[config.mk]
export PLATFORM = sky130hd
export DESIGN_NAME = fp_mul_pipe
export DESIGN_NICKNAME = d
export VERILOG_FILES = /design/src/rtl/fp_mul_pipe.sv
export SDC_FILE = /design/constraint.sdc
export NUM_CORES = 1
export LEC_CHECK = 0
export ABC_AREA = 1
export BUFFER_PORTS_ARGS = -buffer_cell sky130_fd_sc_hd__buf_2
export CAP_MARGIN = 15
export CORE_MARGIN = 2
export CORE_UTILIZATION = 25
export CTS_BUF_LIST = sky130_fd_sc_hd__clkbuf_4
export CTS_CLUSTER_DIAMETER = 200
export DETAILED_ROUTE_END_ITERATION = 10
export SYNTH_ARGS = -nofsm -noshare
export SYNTH_HDL_FRONTEND = slang
export SYNTH_SLANG_ARGS = --single-unit
[constraint.sdc]
create_clock -name clk -period 7 [get_ports clk]
set_input_delay 0.7 -clock clk [delete_from_list [all_inputs] [get_ports clk]]
set_output_delay 0.7 -clock clk [all_outputs]
set_load 0.01 [all_outputs]
[src/rtl/fp_mul_pipe.sv]
// Pipelined floating-point multiplier (fp16 default, bf16/fp32 via EXP_W/MAN_W), one op per cycle.
// Latency: 3 cycles from accept to out_valid (unpack/classify, mantissa product, normalise/round/pack).
// Backpressure: a held result (out_valid & ~out_ready) freezes every stage; in_ready = ~stall.
//
// Ports:
//   clk, RST (async, active-high)
//   in_valid/in_ready, a, b, in_tag : operand pair and its sideband tag
//   out_valid/out_ready, result, out_tag : product and the tag of that operation
//   flags {invalid,overflow,underflow,inexact} : only when FP_MUL_FLAGS_EN is defined
// Optional feature macro: FP_MUL_FLAGS_EN (undefined -> no flags port, no flag logic).
// Subnormal inputs are read as signed zero; results that would be subnormal flush to signed zero.
module fp_mul_pipe #(
  parameter int EXP_W = 5,
  parameter int MAN_W = 10,
  parameter int TAG_W = 4
) (
  input  logic                   clk,
  input  logic                   RST,
  input  logic                   in_valid,
  output logic                   in_ready,
  input  logic [EXP_W+MAN_W:0]   a,
  input  logic [EXP_W+MAN_W:0]   b,
  input  logic [TAG_W-1:0]       in_tag,
  output logic                   out_valid,
  input  logic                   out_ready,
  output logic [EXP_W+MAN_W:0]   result,
  output logic [TAG_W-1:0]       out_tag
`ifdef FP_MUL_FLAGS_EN
  ,
  output logic [3:0]             flags
`endif
);

  localparam int PW = 2*MAN_W + 2;  // full mantissa product width

  localparam logic [EXP_W-1:0] EXP_ONES  = {EXP_W{1'b1}};
  localparam logic [MAN_W-1:0] QNAN_FRAC = {1'b1, {(MAN_W-1){1'b0}}};
  // Exponent arithmetic is EXP_W+2 bits, two's complement, so sums below zero stay visible.
  localparam logic [EXP_W+1:0] BIAS      = {3'b000, {(EXP_W-1){1'b1}}};
  localparam logic [EXP_W+1:0] EXP_MAX   = {2'b00, {EXP_W{1'b1}}};

  // ---------------------------------------------------------------- stage 1 decode
  logic [EXP_W-1:0] ea, eb;
  logic [MAN_W-1:0] fa, fb;
  logic a_nan, a_inf, a_zero, b_nan, b_inf, b_zero;

  assign ea = a[EXP_W+MAN_W-1:MAN_W];
  assign eb = b[EXP_W+MAN_W-1:MAN_W];
  assign fa = a[MAN_W-1:0];
  assign fb = b[MAN_W-1:0];

  assign a_nan  = (ea == EXP_ONES) &  (|fa);
  assign a_inf  = (ea == EXP_ONES) & ~(|fa);
  assign a_zero = (ea == '0);          // subnormals collapse to zero here
  assign b_nan  = (eb == EXP_ONES) &  (|fb);
  assign b_inf  = (eb == EXP_ONES) & ~(|fb);
  assign b_zero = (eb == '0);

  logic stall, advance;
  assign stall     = out_valid & ~out_ready;
  assign advance   = ~stall;
  assign in_ready  = advance;

  // Stage registers
  logic                 s1_valid, s1_sign, s1_nan, s1_inf, s1_zero;
  logic [EXP_W+1:0]     s1_esum;
  logic [MAN_W:0]       s1_ma, s1_mb;
  logic [TAG_W-1:0]     s1_tag;

  logic                 s2_valid, s2_sign, s2_nan, s2_inf, s2_zero;
  logic [EXP_W+1:0]     s2_esum;
  logic [PW-1:0]        s2_prod;
  logic [TAG_W-1:0]     s2_tag;

  logic                 s3_valid;

  // ---------------------------------------------------------------- stage 3 combinational
  logic             norm, guard_bit, sticky, round_up, rcarry, ovf, unf;
  logic [MAN_W-1:0] frac;
  logic [MAN_W:0]   frac_r;
  logic [EXP_W+1:0] e_fin;
  logic [EXP_W+MAN_W:0] res_d;

  // A product >= 2.0 (MSB set) takes its fraction one bit higher and bumps the exponent.
  assign norm      = s2_prod[PW-1];
  assign frac      = norm ? s2_prod[2*MAN_W:MAN_W+1] : s2_prod[2*MAN_W-1:MAN_W];
  assign guard_bit = norm ? s2_prod[MAN_W]           : s2_prod[MAN_W-1];
  assign sticky    = norm ? (|s2_prod[MAN_W-1:0])    : (|s2_prod[MAN_W-2:0]);

  // Round to nearest, ties to even.
  assign round_up  = guard_bit & (sticky | frac[0]);
  assign frac_r    = {1'b0, frac} + {{MAN_W{1'b0}}, round_up};
  // An all-ones fraction rounding up wraps to zero and carries into the exponent.
  assign rcarry    = frac_r[MAN_W];

  assign e_fin = s2_esum + {{(EXP_W+1){1'b0}}, norm} + {{(EXP_W+1){1'b0}}, rcarry};
  assign unf   = e_fin[EXP_W+1] | (e_fin == '0);
  assign ovf   = ~e_fin[EXP_W+1] & (e_fin >= EXP_MAX);

  always_comb begin
    res_d = '0;
    if (s2_nan)
      res_d = {1'b0, EXP_ONES, QNAN_FRAC};
    else if (s2_inf)
      res_d = {s2_sign, EXP_ONES, {MAN_W{1'b0}}};
    else if (s2_zero)
      res_d = {s2_sign, {(EXP_W+MAN_W){1'b0}}};
    else if (ovf)
      res_d = {s2_sign, EXP_ONES, {MAN_W{1'b0}}};
    else if (unf)
      res_d = {s2_sign, {(EXP_W+MAN_W){1'b0}}};
    else
      res_d = {s2_sign, e_fin[EXP_W-1:0], frac_r[MAN_W-1:0]};
  end

`ifdef FP_MUL_FLAGS_EN
  logic [3:0] flags_d;
  always_comb begin
    flags_d = 4'b0000;
    if (s2_nan)
      flags_d = 4'b1000;
    else if (s2_inf | s2_zero)
      flags_d = 4'b0000;
    else if (ovf)
      flags_d = 4'b0101;
    else if (unf)
      flags_d = 4'b0011;
    else
      flags_d = {3'b000, guard_bit | sticky};
  end
`endif

  // ---------------------------------------------------------------- pipeline registers
  always_ff @(posedge clk or posedge RST) begin
    if (RST) begin
      s1_valid <= 1'b0;
      s1_sign  <= 1'b0;
      s1_nan   <= 1'b0;
      s1_inf   <= 1'b0;
      s1_zero  <= 1'b0;
      s1_esum  <= '0;
      s1_ma    <= '0;
      s1_mb    <= '0;
      s1_tag   <= '0;
      s2_valid <= 1'b0;
      s2_sign  <= 1'b0;
      s2_nan   <= 1'b0;
      s2_inf   <= 1'b0;
      s2_zero  <= 1'b0;
      s2_esum  <= '0;
      s2_prod  <= '0;
      s2_tag   <= '0;
      s3_valid <= 1'b0;
      result   <= '0;
      out_tag  <= '0;
`ifdef FP_MUL_FLAGS_EN
      flags    <= 4'b0000;
`endif
    end else if (advance) begin
      // S1: classify and form the unbiased-sum exponent
      s1_valid <= in_valid;
      s1_sign  <= a[EXP_W+MAN_W] ^ b[EXP_W+MAN_W];
      s1_nan   <= a_nan | b_nan | (a_inf & b_zero) | (b_inf & a_zero);
      s1_inf   <= a_inf | b_inf;
      s1_zero  <= a_zero | b_zero;
      s1_esum  <= {2'b00, ea} + {2'b00, eb} - BIAS;
      s1_ma    <= {1'b1, fa};
      s1_mb    <= {1'b1, fb};
      s1_tag   <= in_tag;
      // S2: mantissa product; special classes ride along (NaN outranks inf outranks zero in S3)
      s2_valid <= s1_valid;
      s2_sign  <= s1_sign;
      s2_nan   <= s1_nan;
      s2_inf   <= s1_inf;
      s2_zero  <= s1_zero;
      s2_esum  <= s1_esum;
      s2_prod  <= {{(MAN_W+1){1'b0}}, s1_ma} * {{(MAN_W+1){1'b0}}, s1_mb};
      s2_tag   <= s1_tag;
      // S3: rounded, packed result
      s3_valid <= s2_valid;
      result   <= res_d;
      out_tag  <= s2_tag;
`ifdef FP_MUL_FLAGS_EN
      flags    <= flags_d;
`endif
    end
  end

  assign out_valid = s3_valid;

endmodule

==> results of run 1 <==
cells in the mapped netlist (all sizes together):
master / count / area share
a21boi: 1 / 0.00086
a21o: 1 / 0.00086
a21oi: 31 / 0.018
a22o: 1 / 0.0010
a31oi: 3 / 0.0021
and2: 1 / 0.00071
buf: 8 / 0.0053
clkbuf: 34 / 0.015
dfrtp: 96 / 0.27
fa: 82 / 0.19
ha: 71 / 0.10
inv: 252 / 0.11
nand2: 361 / 0.15
nand3: 43 / 0.026
nand3b: 2 / 0.0017
nand4: 15 / 0.011
nor2: 43 / 0.020
nor3: 9 / 0.0051
nor4: 3 / 0.0021
o21ai: 87 / 0.050
o21bai: 3 / 0.0026
o22ai: 2 / 0.0014
o31ai: 1 / 0.00086
or2: 5 / 0.0036
xnor2: 7 / 0.0070
xor2: 2 / 0.0020
layer usage:
| metal | track usage | up-vias | share of wire |
|---|---|---|---|
| li1 | - | 3603 | - |
| met1 | 0.157 | 3471 | 0.48 |
| met2 | 0.197 | 131 | 0.47 |
| met3 | 0.0158 | 20 | 0.037 |
| met4 | 0.0278 | 0 | 0.012 |
| met5 | 0 | - | 0 |
worst paths after layout:
kind	slack [ns]	startpoint	endpoint
hold / removal	0.15	RST	s1_ma[7]
max in group asynchronous	5.57	RST	s2_prod[12]
setup reg to reg	1.72	s1_ma[10]	s2_prod[16]
min in group clk	0.39	in_tag[2]	s1_tag[2]
hold reg to reg	0.49	s2_valid	out_valid
setup / recovery	1.72	s1_ma[10]	s2_prod[16]
logic make-up (layout without fill, tap and decap cells):
logic type | after synthesis | count (layout) | share of synthesized area
adder cells (fa/ha/maj) | 153 | 153 | 0.288
flip-flops | 96 | 96 | 0.274
buffers and inverters | 294 | 332 | 0.128
AO/OA/AOI/OAI | 130 | 130 | 0.0770
AND/OR/NAND/NOR | 482 | 482 | 0.224
XOR/XNOR | 9 | 9 | 0.00899
sequential cells by signal, indices dropped and copies added (netlist names), 4 cells and up:
register  count
s2_prod      22
result       16
s1_ma        11
s1_mb        10
s1_esum       7
s2_esum       7
out_tag       4
s1_tag        4
s2_tag        4
per-stage QoR:
stage	util	instance area (sq um)
6_report	0.280	9660
3_3_place_gp	0.275	9510
5_1_grt	0.280	9660
3_5_place_dp	0.275	9510
4_1_cts	0.280	9660
2_1_floorplan	-	8770
cell type report:
class	instances	area (sq um)	share of cell area
Clock buffer	9	67.6	0.00700
Timing Repair Buffer	64	328	0.0339
Clock inverter	7	83.8	0.00868
Multi-Input combinational cell	774	5260	0.545
Inverter	252	948	0.0982
Tap cell	455	569	0.0589
Sequential cell	96	2400	0.249
worst max-delay path: cells and delay by family, from the launching register on:
kind	cells	cell delay, ns
adder cells (fa/ha/maj)	6	2.98
flip-flops	1	0.83
AND/OR/NAND/NOR	7	0.77
AO/OA/AOI/OAI	1	0.39
buffers and inverters	4	0.19
==> reports/summary.md, run 1 <==
The number of hold violations in the final report is 0, and the final estimated routing congestion in global placement is 0.878. The die span in x is 191 um, and the average cell area after synthesis is 7.54 sq um. The tools report the number of global-route vias before repair as 7,310. Minimum setup slack in the final design: 1.72 ns. The tools report the area of the core region as 34,500 sq um. Setup violations remaining at the end of the flow were counted as 0.

Detailed placement finished with a half-perimeter wire length of 15,600 um. The post-CTS clock slew at the launch and capture registers of the worst setup and hold paths is 0.16 ns. In this run the worst path has a maximum fanout of 22. Synthesis produced 1,164 cells.

The number of antenna diodes is 0, and the iteration-0 DRC count of the detailed router is 315. The number of warning messages in the yosys log came out at 0. At the placement stage, the worst setup path has a slack of 1.73 ns. The worst path in the final design needs a cycle of 5.28 ns, including I/O delays and setup. At the pin with the least slew margin, the transition time is 0.965 ns.

For the final database, setup skew stands at 0.0185 ns. The post-detailed-route DRC marker count is 0. The flow ran to the end, and the final reports show no timing, DRC or antenna violations.

The run gives 0.116 as the total global-route track usage. Counting the fill cells in the layout gives 3,859. The first detailed-routing pass took 5 iterations.

Leaving out fill and tap cells, the most frequent cell in the layout is nand2_1. The largest net degree at the start of global routing came out at 104. The number of port buffers was 61; the post-synth design cell area was 8770 sq um. Using the TritonRoute via totals, the vias-per-cell ratio works out to 4.36.

Hold repair after CTS inserted 0 buffers. TritonCTS built the clock tree. In the final design database the tool counted 1,390 nets. Once layout is complete, the cells apart from fillers number 1,657.

The delay contributed by the slowest stage of the critical path was 0.83 ns. STA classifies the critical path startpoint as a flip-flop. The worst register-to-register path has a depth of 18. Maximum clock rate: 0.189 GHz. Counting the buffers created by CTS gives 9. Relative to the synthesized area, the layout overhead comes to 10.1%.

Synthesis instantiated 34 different standard cells from the library. For the required arrival time at the worst endpoint, the log shows 7.38 ns. The die is 191 um tall.

For this block, the routed nets add up to 19,900 um of wire. Kind of capture point of the worst setup path: a flip-flop. Among the stages of the critical path, the cell type that occurs most often is fa_1. The total count of max-transition violations in the final report is 0, and the placed cell count is 1,641. The logs give 0.254 for the starting density of the core and 36,600 sq um for the die area. The number of gates resized after CTS was 0. The smallest hold slack was 0.154 ns; the buffer count from post-CTS setup fixing was 0.

Counting flops and latches in the post-synthesis netlist gives 96. Number of nets with antenna violations after routing: 0. The number of nets handed over by synthesis was 1,357. The cell at the slowest stage of the critical path is dfrtp_1.

Across the run, the number of max-cap violations was 0. The tools report the TritonCTS sink count as 96. The routed layout has 7,225 vias. Data arrives at the worst endpoint at 5.66 ns.

The mean routed wirelength per cell works out to 12.0 um. The total overflow left after global routing is 0. The worst slew margin relative to its limit is 0.356. The count of H-tree levels built during CTS was 3; the sum of negative setup slack was 0 ns.

The clock passes through at most 2 buffers. Setup repair after global routing left no endpoint under its margin. For this design the top-level I/O count stands at 62. The path class of the tightest hold or removal check is in -> async. In the layout the commonest cells are nand2_1, inv_1, dfrtp_1.

The fraction of layout instances using a drive strength above 1 was 0.0799. The standard-cell row count is 68. The logs give 0.49 ns for the clock latency on the worst-skew pair and 35,000 um for the first-pass GRT wire length.

The class of the most critical setup path is reg -> reg. The portion of the clock cycle consumed by the worst path in the final layout works out to 0.754. Clock root buffer: clkbuf_4. The tools report the portion of the post-synthesis area used by sequential elements as 0.274.

The tools report the number of antenna violations at the first check in global routing as 0. Traced cell by cell, the critical path runs through nand2_1 > fa_1 > fa_1 > inv_1 > fa_1 > fa_1 > inv_1 > fa_1 > inv_1 > ha_1 > nand2_1 > inv_1 > a21boi_0 > nor2_1 > nor2_1 > nand3b_1 > nand3_1 > nand2_1.
Power of run 1 is left out: the tool's default activity adds up to more than one toggle a clock period on the data nets, which glitch-free logic cannot reach.
==> run 2, diff against run 1 <==
==> constraint.sdc (replaced) <==
create_clock -name clk -period 5.2 [get_ports clk]
set_input_delay 0.52 -clock clk [delete_from_list [all_inputs] [get_ports clk]]
set_output_delay 0.52 -clock clk [all_outputs]
set_load 0.01 [all_outputs]
==> run 2 against run 1 <==
Compared with the run above:
- non-clock buffer count increased by 13
- clock skew up 0.0079 ns
- critical endpoint is now s2_prod[19]
- core utilization increased by 0.29 points
- global-route usage rose by 0.51 points
- die area is the same
- via count is 0.22% higher
- clock-buffer cell count did not move
- first-iteration DRC count increased by 0.63%
==> reports/summary.md, run 2 (synthesis results as in run 1) <==
The class of the most critical hold timing path was in -> async. In the final layout, the registers with the most flip-flops are s2_prod x22, result x16, s1_ma x11. The first-pass GRT wire length was 35,900 um (+2.8%). The tools report the area of the core region as 34,500 sq um (unchanged).

The vertical die dimension came out at 191 um (unchanged). STA classifies the critical path endpoint as a flip-flop. Cell at the slowest stage of the critical path: dfrtp_1. The die span in x was 191 um (unchanged).

The flip-flop count of the largest register, all copies and words added came out at 22 (unchanged). Clock root buffer: clkbuf_4. The delay contributed by the slowest stage of the critical path was 0.55 ns (-0.28 ns).

The final HPWL from detailed placement was 16,900 um (+8.1%); the number of detailed-routing iterations run before antenna repair was 5 (unchanged). Portion of the clock cycle consumed by the worst path in the final layout: 0.947 (+0.192). The post-CTS clock slew at the launch and capture registers of the worst setup and hold paths is 0.16 ns (about the same). The critical path is of the reg -> reg type.

Ranked by flip-flop count, first place goes to s2_prod. The slew of the pin with the lowest slew margin works out to 0.805 ns (-0.161 ns). The cell family contributing the most delay on the critical path is adder cells. The run gives 0 (unchanged) as the number of antenna diodes. The number of port buffers came out at 61 (unchanged). The total vias in the final route was 7,241 (+0.22%); the starting density of the core was 0.254 (unchanged).

The post-detailed-route DRC marker count is 0 (unchanged). The run gives 0 (unchanged) as the total count of max-transition violations in the final report. The run gives 68 (unchanged) as the standard-cell row count. The TritonCTS sink count was 96 (unchanged). The run gives 0.852 (-2.9%) as the final estimated routing congestion in global placement. The largest net degree at the start of global routing came out at 74 (-29%). The flow ran to the end, and the final reports show no timing, DRC or antenna violations.

The total buffers and inverters traversed by the critical path came out at 3 (-1). The mean routed wirelength per cell is 12.6 um (+5.0%), and the area used by multi-input combinational logic is 5260 sq um (unchanged). The run gives 0.282 (+0.00290) as the post-route core utilization.

The run gives 3,862 (+0.078%) as the filler cell count. The logs give 0.0799 ns (-1.65 ns) for the post-placement setup slack and 7,324 (+0.19%) for the number of global-route vias before repair. The tools report the critical path launch point type as a flip-flop. TritonCTS built the clock tree.

Leaving out fill and tap cells, the most frequent cells in the layout are nand2_1, inv_1, dfrtp_1. The iteration-0 DRC count of the detailed router was 317 (+0.63%); the signal arrival time at the worst endpoint was 5.29 ns (-0.37 ns). Traced cell by cell, the critical path runs through nand2_1 > fa_1 > fa_1 > inv_1 > fa_1 > fa_1 > inv_1 > fa_1 > inv_1 > ha_1 > nand4_1 > o21ai_0 > nand2_1 > nand2_1 > nand2_1 > nand3_1 > o21ai_0.

The logs give 0.203 GHz (+7.3%) for the maximum clock rate and 1,403 (+0.94%) for the final net count. The count of H-tree levels built during CTS was 3 (unchanged); the minimum setup slack in the final design was 0.277 ns (-1.44 ns). The number of antenna violations at the first check in global routing was 0 (unchanged); the number of nets with antenna violations after routing was 0 (unchanged). Flip-flop and latch area: 2420 sq um (+0.68%). For the buffer depth of the longest clock path, the log shows 2 (unchanged). The number of setup violations in the final report came out at 0 (unchanged). The tools report the final worst clock skew as 0.0263 ns (+0.00786 ns).

The CTS buffer count was 9 (unchanged). The area growth from synthesis to layout is 11.2%, and the die area is 36,600 sq um (unchanged). The minimum clock period works out to 4.92 ns (-0.358 ns).

The number of max-cap violations came out at 0 (unchanged). By instance count, the cell type seen most on the critical path is fa_1. The worst slew margin relative to its limit was 0.464 (+0.107); the critical-path maximum fanout was 9 (-59%). The tools report the global-route congestion overflow total as 0 (unchanged). The tools report the total global-route track usage as 0.122 (+0.00509).

The detailed-route wire length was 21,000 um (+5.8%). The boundary pin count was 62 (unchanged). The clock latency on the worst-skew pair is 0.48 ns (about the same), and the fraction of layout instances using a drive strength above 1 is 0.0996 (+0.0197).

Number of hold violations in the final report: 0 (unchanged). Required arrival time at the worst endpoint: 5.56 ns (-1.82 ns). Number of vias per cell after detailed routing: 4.34 (-0.56%). Leaving out fill and tap cells, the most frequent cell in the layout is nand2_1.
==> run 2: final cells by class <==
type                       instances  share of cell area
clock buffer                       9             0.00692
timing repair buffer              77              0.0436
inverter                         252              0.0972
sequential                        96               0.248
multi-input combinational        774               0.539
tap                              455              0.0583
clock inverter                     7             0.00718
==> run 2: path summary, 6_finish.rpt <==
path,start,end,slack [ns],depth (start not counted)
setup reg to reg,s1_ma[10],s2_prod[19],0.28,17
min in group clk,in_tag[0],s1_tag[0],0.23,3
setup / recovery,s1_ma[10],s2_prod[19],0.28,17
max in group asynchronous,RST,s2_prod[17],4.03,3
hold / removal,RST,s1_ma[2],0.18,2
hold reg to reg,result[1],result[1],0.49,2
==> run 2: routing by layer <==
metal  global-route usage  vias up  share of wire
met4               0.0216        0         0.0089
met3               0.0193       14          0.043
li1                     -     3620              -
met2                0.204      137           0.47
met5                    0        -              0
met1                0.166     3470           0.48
==> run 2: through the flow <==
step	std cells	instance area [sq um]	setup TNS (ns)	hold WS, ns
floorplan	1164	8770	0	0.440
global placement	1651	9580	0	0.452
detailed placement	1651	9580	0	0.461
CTS	1667	9720	0	0.170
global route	1670	9760	-0.00203	0.187
finish	1670	9760	0	0.179
==> run 2: what timing repair did <==
action / 4_1_cts / 5_1_grt
buffers inserted: 0 / 3
gates resized for setup: 0 / 13
setup endpoints to repair: 0 / 11
hold buffers: 0 / 0
Power of run 2 is left out for the same reason.
